**config.mk**
```make
export PLATFORM = sky130hd
export DESIGN_NAME = uart_echo_ctrl_flat
export DESIGN_NICKNAME = d
export VERILOG_FILES = /design/src/rtl/uart_pkg.sv /design/src/rtl/uart_echo_ctrl_if.sv /design/src/rtl/uart_sync_fifo.sv /design/src/rtl/uart_echo_ctrl.sv /design/src/flat_wrapper.sv
export SDC_FILE = /design/constraint.sdc
export NUM_CORES = 1
export LEC_CHECK = 0
export ABC_CLOCK_PERIOD_IN_PS = 3550
export CORE_MARGIN = 1.5
export CORE_UTILIZATION = 50
export CTS_CLUSTER_DIAMETER = 60
export DETAILED_ROUTE_END_ITERATION = 7
export GPL_TIMING_DRIVEN = 0
export PLACE_DENSITY_LB_ADDON = 0.12
export SYNTH_ARGS = -nofsm -noshare
export SYNTH_HDL_FRONTEND = slang
export SYNTH_SLANG_ARGS = --single-unit
```
**constraint.sdc**
```tcl
create_clock -name clk -period 3.55 [get_ports clk]
set_input_delay 0.355 -clock clk [delete_from_list [all_inputs] [get_ports clk]]
set_output_delay 0.355 -clock clk [all_outputs]
set_load 0.03 [all_outputs]
```
**src/rtl/uart_pkg.sv**
```systemverilog
// Shared definitions for the UART echo responder: TX handshake states and
// default widths.
package uart_pkg;

  localparam int         DATA_WIDTH  = 8;
  localparam logic [7:0] ERR_CNT_MAX = 8'hFF;

  typedef enum logic [1:0] {
    IDLE      = 2'd0,
    WAIT_ACK  = 2'd1,
    WAIT_DONE = 2'd2
  } tx_state_e;

endpackage

```
**src/rtl/uart_echo_ctrl_if.sv**
```systemverilog
// Byte-level links between the echo controller and uart_rx/uart_tx.
// The controller takes the master side; the UART pair takes the slave side.
interface uart_echo_ctrl_if #(
  parameter int DATA_WIDTH = uart_pkg::DATA_WIDTH
);

  logic [DATA_WIDTH-1:0] rx_data;
  logic                  rx_ready;
  logic                  rx_error;
  logic [DATA_WIDTH-1:0] tx_data;
  logic                  tx_send;
  logic                  tx_ready;

  modport master (
    input  rx_data, rx_ready, rx_error, tx_ready,
    output tx_data, tx_send
  );

  modport slave (
    output rx_data, rx_ready, rx_error, tx_ready,
    input  tx_data, tx_send
  );

endinterface

```
**src/rtl/uart_sync_fifo.sv**
```systemverilog
// Single-clock first-word-fall-through FIFO; a write into a full FIFO is
// accepted when a read frees a slot in the same cycle.
module uart_sync_fifo #(
  parameter int DATA_WIDTH = 8,
  parameter int FIFO_AW    = 4
) (
  input  logic                  clk,
  input  logic                  rst_n,
  input  logic                  wr_en,
  input  logic [DATA_WIDTH-1:0] wr_data,
  input  logic                  rd_en,
  output logic [DATA_WIDTH-1:0] rd_data,
  output logic                  full,
  output logic                  empty,
  output logic [FIFO_AW:0]      count
);

  localparam int               DEPTH   = 2 ** FIFO_AW;
  localparam logic [FIFO_AW-1:0] PTR_ONE = 1;
  localparam logic [FIFO_AW:0]   CNT_ONE = 1;

  logic [DATA_WIDTH-1:0] mem [DEPTH];
  logic [FIFO_AW-1:0]    wr_ptr, rd_ptr;
  logic                  do_push, do_pop;

  assign empty   = (count == '0);
  assign full    = (count == (FIFO_AW+1)'(DEPTH));
  assign do_pop  = rd_en & ~empty;
  assign do_push = wr_en & (~full | do_pop);
  assign rd_data = mem[rd_ptr];

  always_ff @(posedge clk) begin
    if (do_push) mem[wr_ptr] <= wr_data;
  end

  // Pointers wrap naturally at DEPTH; count carries the extra bit for "full".
  always_ff @(posedge clk or negedge rst_n) begin
    if (!rst_n) begin
      wr_ptr <= '0;
      rd_ptr <= '0;
      count  <= '0;
    end else begin
      if (do_push) wr_ptr <= wr_ptr + PTR_ONE;
      if (do_pop)  rd_ptr <= rd_ptr + PTR_ONE;
      case ({do_push, do_pop})
        2'b10:   count <= count + CNT_ONE;
        2'b01:   count <= count - CNT_ONE;
        default: count <= count;
      endcase
    end
  end

endmodule

```
**src/rtl/uart_echo_ctrl.sv**
```systemverilog
// Echo responder: queues bytes completed by uart_rx and hands them back to
// uart_tx in order, dropping errored bytes and keeping sticky debug status.
module uart_echo_ctrl #(
  parameter int DATA_WIDTH    = uart_pkg::DATA_WIDTH,
  parameter int FIFO_AW       = 4,
  parameter bit DROP_ON_ERROR = 1'b1
) (
  input  logic                clk,
  input  logic                rst_n,
  uart_echo_ctrl_if.master    bus,
  input  logic                clear_status,
  output logic [FIFO_AW:0]    fifo_count,
  output logic                overflow,
  output logic [7:0]          err_count
);

  import uart_pkg::*;

  logic                  rx_ready_q;
  logic                  rx_rise, err_evt, rx_good, pop, ovf_evt;
  logic                  fifo_full, fifo_empty;
  logic [DATA_WIDTH-1:0] fifo_head;
  logic [DATA_WIDTH-1:0] tx_data_q;
  logic                  tx_send_q;
  tx_state_e             state;

  assign rx_rise = bus.rx_ready & ~rx_ready_q;
  assign err_evt = rx_rise & bus.rx_error;
  assign rx_good = rx_rise & (~bus.rx_error | ~DROP_ON_ERROR);
  assign pop     = (state == IDLE) & ~fifo_empty & bus.tx_ready;
  assign ovf_evt = rx_good & fifo_full & ~pop;

  assign bus.tx_send = tx_send_q;
  assign bus.tx_data = tx_data_q;

  uart_sync_fifo #(
    .DATA_WIDTH (DATA_WIDTH),
    .FIFO_AW    (FIFO_AW)
  ) u_fifo (
    .clk     (clk),
    .rst_n   (rst_n),
    .wr_en   (rx_good),
    .wr_data (bus.rx_data),
    .rd_en   (pop),
    .rd_data (fifo_head),
    .full    (fifo_full),
    .empty   (fifo_empty),
    .count   (fifo_count)
  );

  // Reset to 1 so a receiver already flagging ready at release is not a new byte.
  always_ff @(posedge clk or negedge rst_n) begin
    if (!rst_n) rx_ready_q <= 1'b1;
    else        rx_ready_q <= bus.rx_ready;
  end

  // A clear coinciding with an event leaves just that event recorded.
  always_ff @(posedge clk or negedge rst_n) begin
    if (!rst_n) begin
      overflow  <= 1'b0;
      err_count <= '0;
    end else if (clear_status) begin
      overflow  <= ovf_evt;
      err_count <= err_evt ? 8'd1 : 8'd0;
    end else begin
      if (ovf_evt) overflow <= 1'b1;
      if (err_evt && (err_count != ERR_CNT_MAX)) err_count <= err_count + 8'd1;
    end
  end

  always_ff @(posedge clk or negedge rst_n) begin
    if (!rst_n) begin
      state     <= IDLE;
      tx_send_q <= 1'b0;
      tx_data_q <= '0;
    end else begin
      case (state)
        IDLE: begin
          if (pop) begin
            tx_data_q <= fifo_head;
            tx_send_q <= 1'b1;
            state     <= WAIT_ACK;
          end
        end
        WAIT_ACK: begin
          if (!bus.tx_ready) begin
            tx_send_q <= 1'b0;
            state     <= WAIT_DONE;
          end
        end
        WAIT_DONE: begin
          if (bus.tx_ready) state <= IDLE;
        end
        default: begin
          tx_send_q <= 1'b0;
          state     <= IDLE;
        end
      endcase
    end
  end

endmodule

```
**src/flat_wrapper.sv**
```systemverilog
// flat-port wrapper written by rule: the top's interface ports become plain ports
module uart_echo_ctrl_flat import uart_pkg::*;
#(
  parameter int DATA_WIDTH    = uart_pkg::DATA_WIDTH,
  parameter int FIFO_AW       = 4,
  parameter bit DROP_ON_ERROR = 1'b1
)
  (clk, rst_n, clear_status, fifo_count, overflow, err_count, bus_rx_data, bus_rx_ready, bus_rx_error, bus_tx_ready, bus_tx_data, bus_tx_send);
  uart_echo_ctrl_if #(.DATA_WIDTH(DATA_WIDTH)) bus_i ();
  input  logic clk;
  input  logic rst_n;
  input  logic clear_status;
  output logic [FIFO_AW:0] fifo_count;
  output logic overflow;
  output logic [7:0] err_count;
  input wire logic [$bits(bus_i.rx_data)-1:0] bus_rx_data;
  input wire logic [$bits(bus_i.rx_ready)-1:0] bus_rx_ready;
  input wire logic [$bits(bus_i.rx_error)-1:0] bus_rx_error;
  input wire logic [$bits(bus_i.tx_ready)-1:0] bus_tx_ready;
  output wire logic [$bits(bus_i.tx_data)-1:0] bus_tx_data;
  output wire logic [$bits(bus_i.tx_send)-1:0] bus_tx_send;
  assign bus_i.rx_data = bus_rx_data;
  assign bus_i.rx_ready = bus_rx_ready;
  assign bus_i.rx_error = bus_rx_error;
  assign bus_i.tx_ready = bus_tx_ready;
  assign bus_tx_data = bus_i.tx_data;
  assign bus_tx_send = bus_i.tx_send;
  uart_echo_ctrl #(.DATA_WIDTH(DATA_WIDTH), .FIFO_AW(FIFO_AW), .DROP_ON_ERROR(DROP_ON_ERROR)) u_core (.clk(clk), .rst_n(rst_n), .bus(bus_i), .clear_status(clear_status), .fifo_count(fifo_count), .overflow(overflow), .err_count(err_count));
endmodule
```
Word-level counts from Yosys, hierarchy flattened
Memories as Yosys holds them, arrays and structs flattened. A register that Yosys moved wholly into a read port is not among the register bits.
Cells that the tools add are included.
- bits in registers: 26
- RAM bits: 128
- input port bits: 14
- word-level logic and storage cells: 64
- memories: 1
- memories (memory ; depth ; width ; rd ports ; clocked after memory_dff ; write ports ; line ; source):
    u_core.u_fifo.mem ; 16 ; 8 ; 1 ; 1 ; 1 ; uart_sync_fifo.sv:22 ; logic [DATA_WIDTH-1:0] mem [DEPTH];
- $add $sub $neg: 5
- equality and inequality tests: 9
- mux-type cells: 15
- bitwise logic cells: 16
- reduce and logical (&&, ||, !) cells: 10
- operator list (kind ; count):
    $mux W8 ; 2
    $pmux W5 S2 ; 1
    $and A1 B1 Y1 ; 9
    $add A4 B1 Y4 const B ; 2
    $add A8 B1 Y8 const B ; 1
    $ne A8 B8 Y1 const B ; 1
    $mux W1 ; 7
    $mux W2 ; 3
    $not A1 Y1 ; 6
    $pmux W2 S3 ; 1
    $reduce_and A3 Y1 ; 2
    $reduce_bool A2 Y1 ; 3
    $add A5 B1 Y5 const B ; 1
    $eq A5 B5 Y1 const B ; 1
    $logic_not A5 Y1 ; 1
    $sub A5 B1 Y5 const B ; 1
    $eq A2 B1 Y1 const B ; 2
    $eq A2 B2 Y1 const B ; 2
    $ne A2 B2 Y1 const B ; 2
    $pmux W1 S3 ; 1
    $logic_not A2 Y1 ; 1
    $ne A2 B1 Y1 const B ; 1
    $reduce_and A2 Y1 ; 1
    $logic_and A1 B1 Y1 ; 1
    other kinds (2) ; 2

Depth between registers and ports, before layout
- word-level depth: 9
- mapped depth: 10
- mapped depth without buffers: 10

Modules after synthesis
From an unflattened synthesis, not the netlist that was laid out.
- cell total of the unflattened synthesis: 391
- area total of the unflattened synthesis: 6837.8 um^2
- modules (own cells, without submodules) (module ; instances ; cells each ; area each (um^2)):
    uart_sync_fifo ; 1 ; 306 ; 5835.6
    uart_echo_ctrl ; 1 ; 85 ; 1002.2

Worst setup path before layout
Ideal clock, no wire load.
- path type: register -> register
- from: register u_core.u_fifo.count[1]
- to: register u_core.u_fifo.count[4]
- arrival: 2.492 ns
- required time: 3.408 ns
- slack: 0.917 ns
- stages on the path, launching flop included: 9
- buffers on the path: 0
- clock period less this slack: 2.633 ns
- cells stage by stage: dfrtp_1 -> nor4_4 -> and2b_2 -> nor2_1 -> mux2_2 -> ha_1 -> o31a_2 -> o311ai_0 -> o211ai_1
- longest elaborated chain between the ends: 9
- RTL lines (what ; line ; source):
    start: declaration ; uart_sync_fifo.sv:15 ; output logic [FIFO_AW:0] count
    start signal: assignment ; uart_sync_fifo.sv:46 ; 2'b10: count <= count + CNT_ONE;
    start signal: assignment ; uart_sync_fifo.sv:47 ; 2'b01: count <= count - CNT_ONE;
    start signal: assignment ; uart_sync_fifo.sv:48 ; default: count <= count;
    $logic_not A5 Y1 ; uart_sync_fifo.sv:26 ; assign empty = (count == '0);
    $not A1 Y1 ; uart_sync_fifo.sv:28, uart_echo_ctrl.sv:30 ;
    $and A1 B1 Y1 (2 in series) ; uart_echo_ctrl.sv:30 ; assign pop = (state == IDLE) & ~fifo_empty & bus.tx_ready;
    $and A1 B1 Y1 ; uart_sync_fifo.sv:28 ; assign do_pop = rd_en & ~empty;
    $or A1 B1 Y1 ; uart_sync_fifo.sv:29 ; assign do_push = wr_en & (~full | do_pop);
    $and A1 B1 Y1 ; uart_sync_fifo.sv:29 ;
    $eq A2 B1 Y1 or $eq A2 B2 Y1 (tied branches) ; uart_sync_fifo.sv:45 ; case ({do_push, do_pop})
    $pmux W5 S2 or $reduce_bool A2 Y1 (tied branches) ; -- ;
Parallel ways exist; a longest one is shown, timed or not.
A chain may end at the register's enable or synchronous reset.

Worst setup path after layout
- from: input port bus_tx_ready
- to: memory u_core.u_fifo.mem[11][3] (enable)
- longest elaborated chain between the ends: 6
- RTL lines (what ; line ; source):
    start: declaration ; flat_wrapper.sv:19 ; input wire logic [$bits(bus_i.tx_ready)-1:0] bus_tx_ready;
    $and A1 B1 Y1 ; uart_echo_ctrl.sv:30 ;
    $and A1 B1 Y1 ; uart_sync_fifo.sv:28 ;
    $or A1 B1 Y1 ; uart_sync_fifo.sv:29 ;
    $and A1 B1 Y1 ; uart_sync_fifo.sv:29 ;
    $mux W1 ; uart_sync_fifo.sv:33 ; if (do_push) mem[wr_ptr] <= wr_data;
    $mux W1 (implied by the code) ; uart_sync_fifo.sv:33 ;
    end: declaration ; uart_sync_fifo.sv:22 ;
Every way passes these cells.

==> run_results.csv <==
group,metric,value,unit
synth,dominantRegCellSynth,"sky130_fd_sc_hd__edfxtp_1",
worst_hold_path,hold_path.class,"input pin to asynchronous set/reset pin",
worst_setup_path,critical-path-max-stage-delay,780,ps
worst_setup_path,path_class,"input pin to flop",
route,vias_per_cell,5.60,
layout,layoutNonFillerInstCount,609,
placed_design,place_congestion,0.780,
floorplanning,rows,41,
clock_network,clock_path_buffers,2,
route,first_pass_iters,5,
clock_network,cts_root_buf,"sky130_fd_sc_hd__clkbuf_16",
worst_setup_path,worstPathRequired,3590,ps
timing,grt_setup_unrepaired,"no",
worst_setup_path,critical_path_cell_by_cell,"clkdlybuf4s50_1 -> nor2b_1 -> nand2b_1 -> clkbuf_1 -> a31oi_2 -> nand2_1 -> nor2_1",
timing,slew_at_the_pin_closest_to_its_max_slew_limit,999,ps
floorplanning,die_area,13900,µm²
run_status,run_status,"completed",
timing,min_period_over_period,78.9,%
worst_setup_path,worstPathArrival,2840,ps
timing,timing.clock.skew,11.4,ps
clock_network,tritoncts,"yes",
route,detail_route.wl_per_cell,20.3,µm
route,drc,0,
synth,synth_async_sr_flop_share,21.0,%
floorplanning,effective_utilization_at_floorplan,51.8,%
worst_setup_path,buf_inv_on_cp,2,
global_routing,grt_start_max_net_pins,35,
placed_design,placement.setup.worst_slack,-61.7,ps
worst_setup_path,critPathCaptureType,"flop",
power,p_leak,0.00261,µW
layout,area_taken_by_flip_flops_and_latches,4700,µm²
global_routing,grt_pass1_wl,19600,µm
placed_design,dp_hpwl,8130,µm
global_routing,vias_in_the_first_global_route,3443,
layout,filler_cell_count,1005,
worst_setup_path,critical_path.slowest_cell,"sky130_fd_sc_hd__nor2_1",
floorplanning,floorplan.die.height,118,µm
synth,post_synth.cell_area_avg,17.8,µm²
global_routing,grt.overflow.total,0,
clock_network,ctsHoldBuffers,0,
placed_design,numPlacedInstances,577,
layout,layout-drive-gt1-share,20.4,%
layout,final_net_count,446,
power,power_per_cell_area,744,nW/µm²
placed_design,port_buffers,35,
timing,maxSlewHeadroom,32.9,%
flow_run,timing.max_cap.violations,0,
timing,setup_total_negative_slack,0,ps
worst_setup_path,cp_max_fo,8,
synth,synth.distinct_cells,47,
layout,synthToLayoutAreaGrowth,17.0,%
synth,synthCells,369,
route,via_count,3408,
clock_network,post_cts_buffers,0,
floorplanning,floorplan.die.width,118,µm
clock_network,cts_sinks,162,
synth,synth-seq-area-share,71.3,%
global_routing,antenna_found_initial,0,
clock_network,clock_slew_at_reported_path_ffs,60,ps
layout,n_antenna_cell,0,
power,vdd_ir_drop_max,0.000300,V
timing,final_period_minus_worst_setup_slack,2800,ps
route,detailedRoute.firstIterationViolations,301,
worst_setup_path,critical_path.top_delay_family,"simple AND/OR/NAND/NOR gates",
synth,synth_edf_count,128,
floorplanning,core_area,12700,µm²
route,drtAntennaViolNets,0,
global_routing,grt.total_usage,19.3,%
clock_network,cts_resized,0,
timing,finalSetupViolations,0,
synth,mappedNetlistArea,6580,µm²
clock_network,worstSkewPairLatency,420,ps
timing,final_hold_viol_count,0,
route,wirelength,12400,µm
layout,finalCoreUtilization,60.5,%
timing,max_freq,357,MHz
worst_setup_path,setup.worst_path.start_class,"input pin",
clock_network,cts-htree-levels,4,
synth,ys_ff_latch,162,
timing,worst_slack,750,ps
timing,slew_viol_final,0,
floorplanning,num_io_pins,37,
synth,synth_warnings,0,
layout,multi_input_comb_area,1800,µm²
synth,synth_nets,391,
clock_network,cts_buffers,17,
worst register-to-register path: stages, from the launching register on:
cell and delay [ps]:
sky130_fd_sc_hd__dfrtp_1 470, sky130_fd_sc_hd__nor4_4 570, sky130_fd_sc_hd__and2b_2 260, sky130_fd_sc_hd__nor2_1 70
sky130_fd_sc_hd__mux2_2 270, sky130_fd_sc_hd__ha_1 220, sky130_fd_sc_hd__o31a_2 310, sky130_fd_sc_hd__o311ai_0 310
sky130_fd_sc_hd__o211ai_1 150
metrics by stage:
stage | cell area, µm² | hold slack (ps) | power [µW]
after global placement | 7150 | 509 | 4100
final | 7700 | 13.1 | 5730
after CTS | 7680 | 44.5 | 5780
after floorplan | 6580 | 59.4 | 3600
after detailed placement | 7150 | 492 | 4130
after global routing | 7700 | 73.1 | 6000
area by class of cell:
type,instances,area share [%]
Sequential cell,162,61.0
Multi-Input combinational cell,185,23.4
Clock buffer,20,5.93
Timing Repair Buffer,36,4.55
Tap cell,172,2.79
Buffer,17,1.07
Clock inverter,12,1.02
Inverter,5,0.244
registers in the layout, summed over array words and instances, names as in the netlist:
register / count
u_core.u_fifo.rd_ptr: 4
u_core.u_fifo.mem: 128
u_core.overflow: 1
u_core.err_count: 8
u_core.state: 2
u_core.u_fifo.count: 5
u_core.u_fifo.wr_ptr: 4
u_core.bus.tx_send: 1
u_core.bus.tx_data: 8
u_core.rx_ready_q: 1
cells in the final DEF (no fill, tap or decap), types with 2 or more instances in the layout:
cell                                n
sky130_fd_sc_hd__nand4_1            4
sky130_fd_sc_hd__o211ai_1           3
sky130_fd_sc_hd__mux2i_1           17
sky130_fd_sc_hd__xor2_1             3
sky130_fd_sc_hd__edfxtp_1         128
sky130_fd_sc_hd__nor3_2             3
sky130_fd_sc_hd__mux4_2            32
sky130_fd_sc_hd__ha_1               8
sky130_fd_sc_hd__clkbuf_16         17
sky130_fd_sc_hd__nand2_1           15
sky130_fd_sc_hd__clkdlybuf4s50_1   34
sky130_fd_sc_hd__nand3_1            2
sky130_fd_sc_hd__inv_1              5
sky130_fd_sc_hd__a21oi_1            4
sky130_fd_sc_hd__nor3b_1            2
sky130_fd_sc_hd__clkinvlp_4         2
sky130_fd_sc_hd__nand2b_1           3
sky130_fd_sc_hd__clkinv_2           5
sky130_fd_sc_hd__buf_1              3
sky130_fd_sc_hd__clkbuf_8           2
sky130_fd_sc_hd__nor2_1            33
sky130_fd_sc_hd__clkbuf_1           7
sky130_fd_sc_hd__a221oi_1           8
sky130_fd_sc_hd__mux2_2             4
sky130_fd_sc_hd__dfrtp_1           33
sky130_fd_sc_hd__nor3_1             4
sky130_fd_sc_hd__a31oi_1            2
sky130_fd_sc_hd__o21ai_0            6
sky130_fd_sc_hd__inv_6              4
sky130_fd_sc_hd__xnor2_1           13
sky130_fd_sc_hd__buf_2              7
synthesized netlist by cell type (2+ instances only):
cell | n | share of area (%)
sky130_fd_sc_hd__o211ai_1 | 3 | 0.34
sky130_fd_sc_hd__nor2_1 | 33 | 1.9
sky130_fd_sc_hd__mux2_2 | 4 | 0.68
sky130_fd_sc_hd__edfxtp_1 | 128 | 58
sky130_fd_sc_hd__nand3_1 | 2 | 0.15
sky130_fd_sc_hd__clkbuf_1 | 6 | 0.34
sky130_fd_sc_hd__nand4_1 | 4 | 0.38
sky130_fd_sc_hd__a21oi_1 | 4 | 0.30
sky130_fd_sc_hd__xor2_1 | 3 | 0.40
sky130_fd_sc_hd__nor3_1 | 7 | 0.53
sky130_fd_sc_hd__xnor2_1 | 13 | 1.7
sky130_fd_sc_hd__a31oi_1 | 2 | 0.19
sky130_fd_sc_hd__nand2_1 | 15 | 0.86
sky130_fd_sc_hd__ha_1 | 8 | 1.5
sky130_fd_sc_hd__buf_2 | 5 | 0.38
sky130_fd_sc_hd__mux4_2 | 32 | 11
sky130_fd_sc_hd__mux2i_1 | 17 | 2.6
sky130_fd_sc_hd__o21ai_0 | 6 | 0.46
sky130_fd_sc_hd__nand2b_1 | 3 | 0.29
sky130_fd_sc_hd__dfrtp_1 | 33 | 13
sky130_fd_sc_hd__inv_1 | 5 | 0.29
sky130_fd_sc_hd__buf_1 | 3 | 0.17
sky130_fd_sc_hd__a221oi_1 | 8 | 1.1
sky130_fd_sc_hd__nor3b_1 | 2 | 0.23
cell families after synthesis:
kind of cell | synth area share, %
adders and majority gates | 1.52
buffers and inverters | 1.54
muxes | 14.2
and+or+nand+nor | 5.93
DFF | 71.3
AOI/OAI and AO/OA | 3.34
xor gates and xnor gates | 2.13
layer usage:
| metal | track usage [%] | routed length, µm | share of wire (%) | vias up |
|---|---|---|---|---|
| met4 | 7.32 | 174 | 1.4 | 0 |
| met1 | 28.2 | 5800 | 47 | 1737 |
| met3 | 4.51 | 625 | 5.0 | 16 |
| li1 | - | - | - | 1561 |
| met2 | 28.4 | 5790 | 47 | 94 |
| met5 | 0 | 0 | 0 | - |
path summary, 6_finish.rpt:
| kind | start | end | slack [ps] | cells after the start |
|---|---|---|---|---|
| max reg2reg | u_core.u_fifo.count[1] | u_core.u_fifo.count[4] | 800 | 8 |
| min in group clk | clear_status | u_core.err_count[7] | 310 | 2 |
| max | bus_tx_ready | u_core.u_fifo.mem[11][3] | 750 | 7 |
| min reg2reg | u_core.bus.tx_send | u_core.bus.tx_send | 520 | 2 |
| min | rst_n | u_core.err_count[2] | 10 | 1 |
| max in group asynchronous | rst_n | u_core.u_fifo.count[0] | 3020 | 1 |
where the power goes:
part | switching, µW | total, µW | internal [µW] | leakage (µW)
Sequential | 137 | 2360 | 2220 | 0.00157
Clock | 718 | 1650 | 930 | 0.000265
Combinational | 925 | 1720 | 797 | 0.000777
Note: power is estimated with default switching activity, not from simulation.
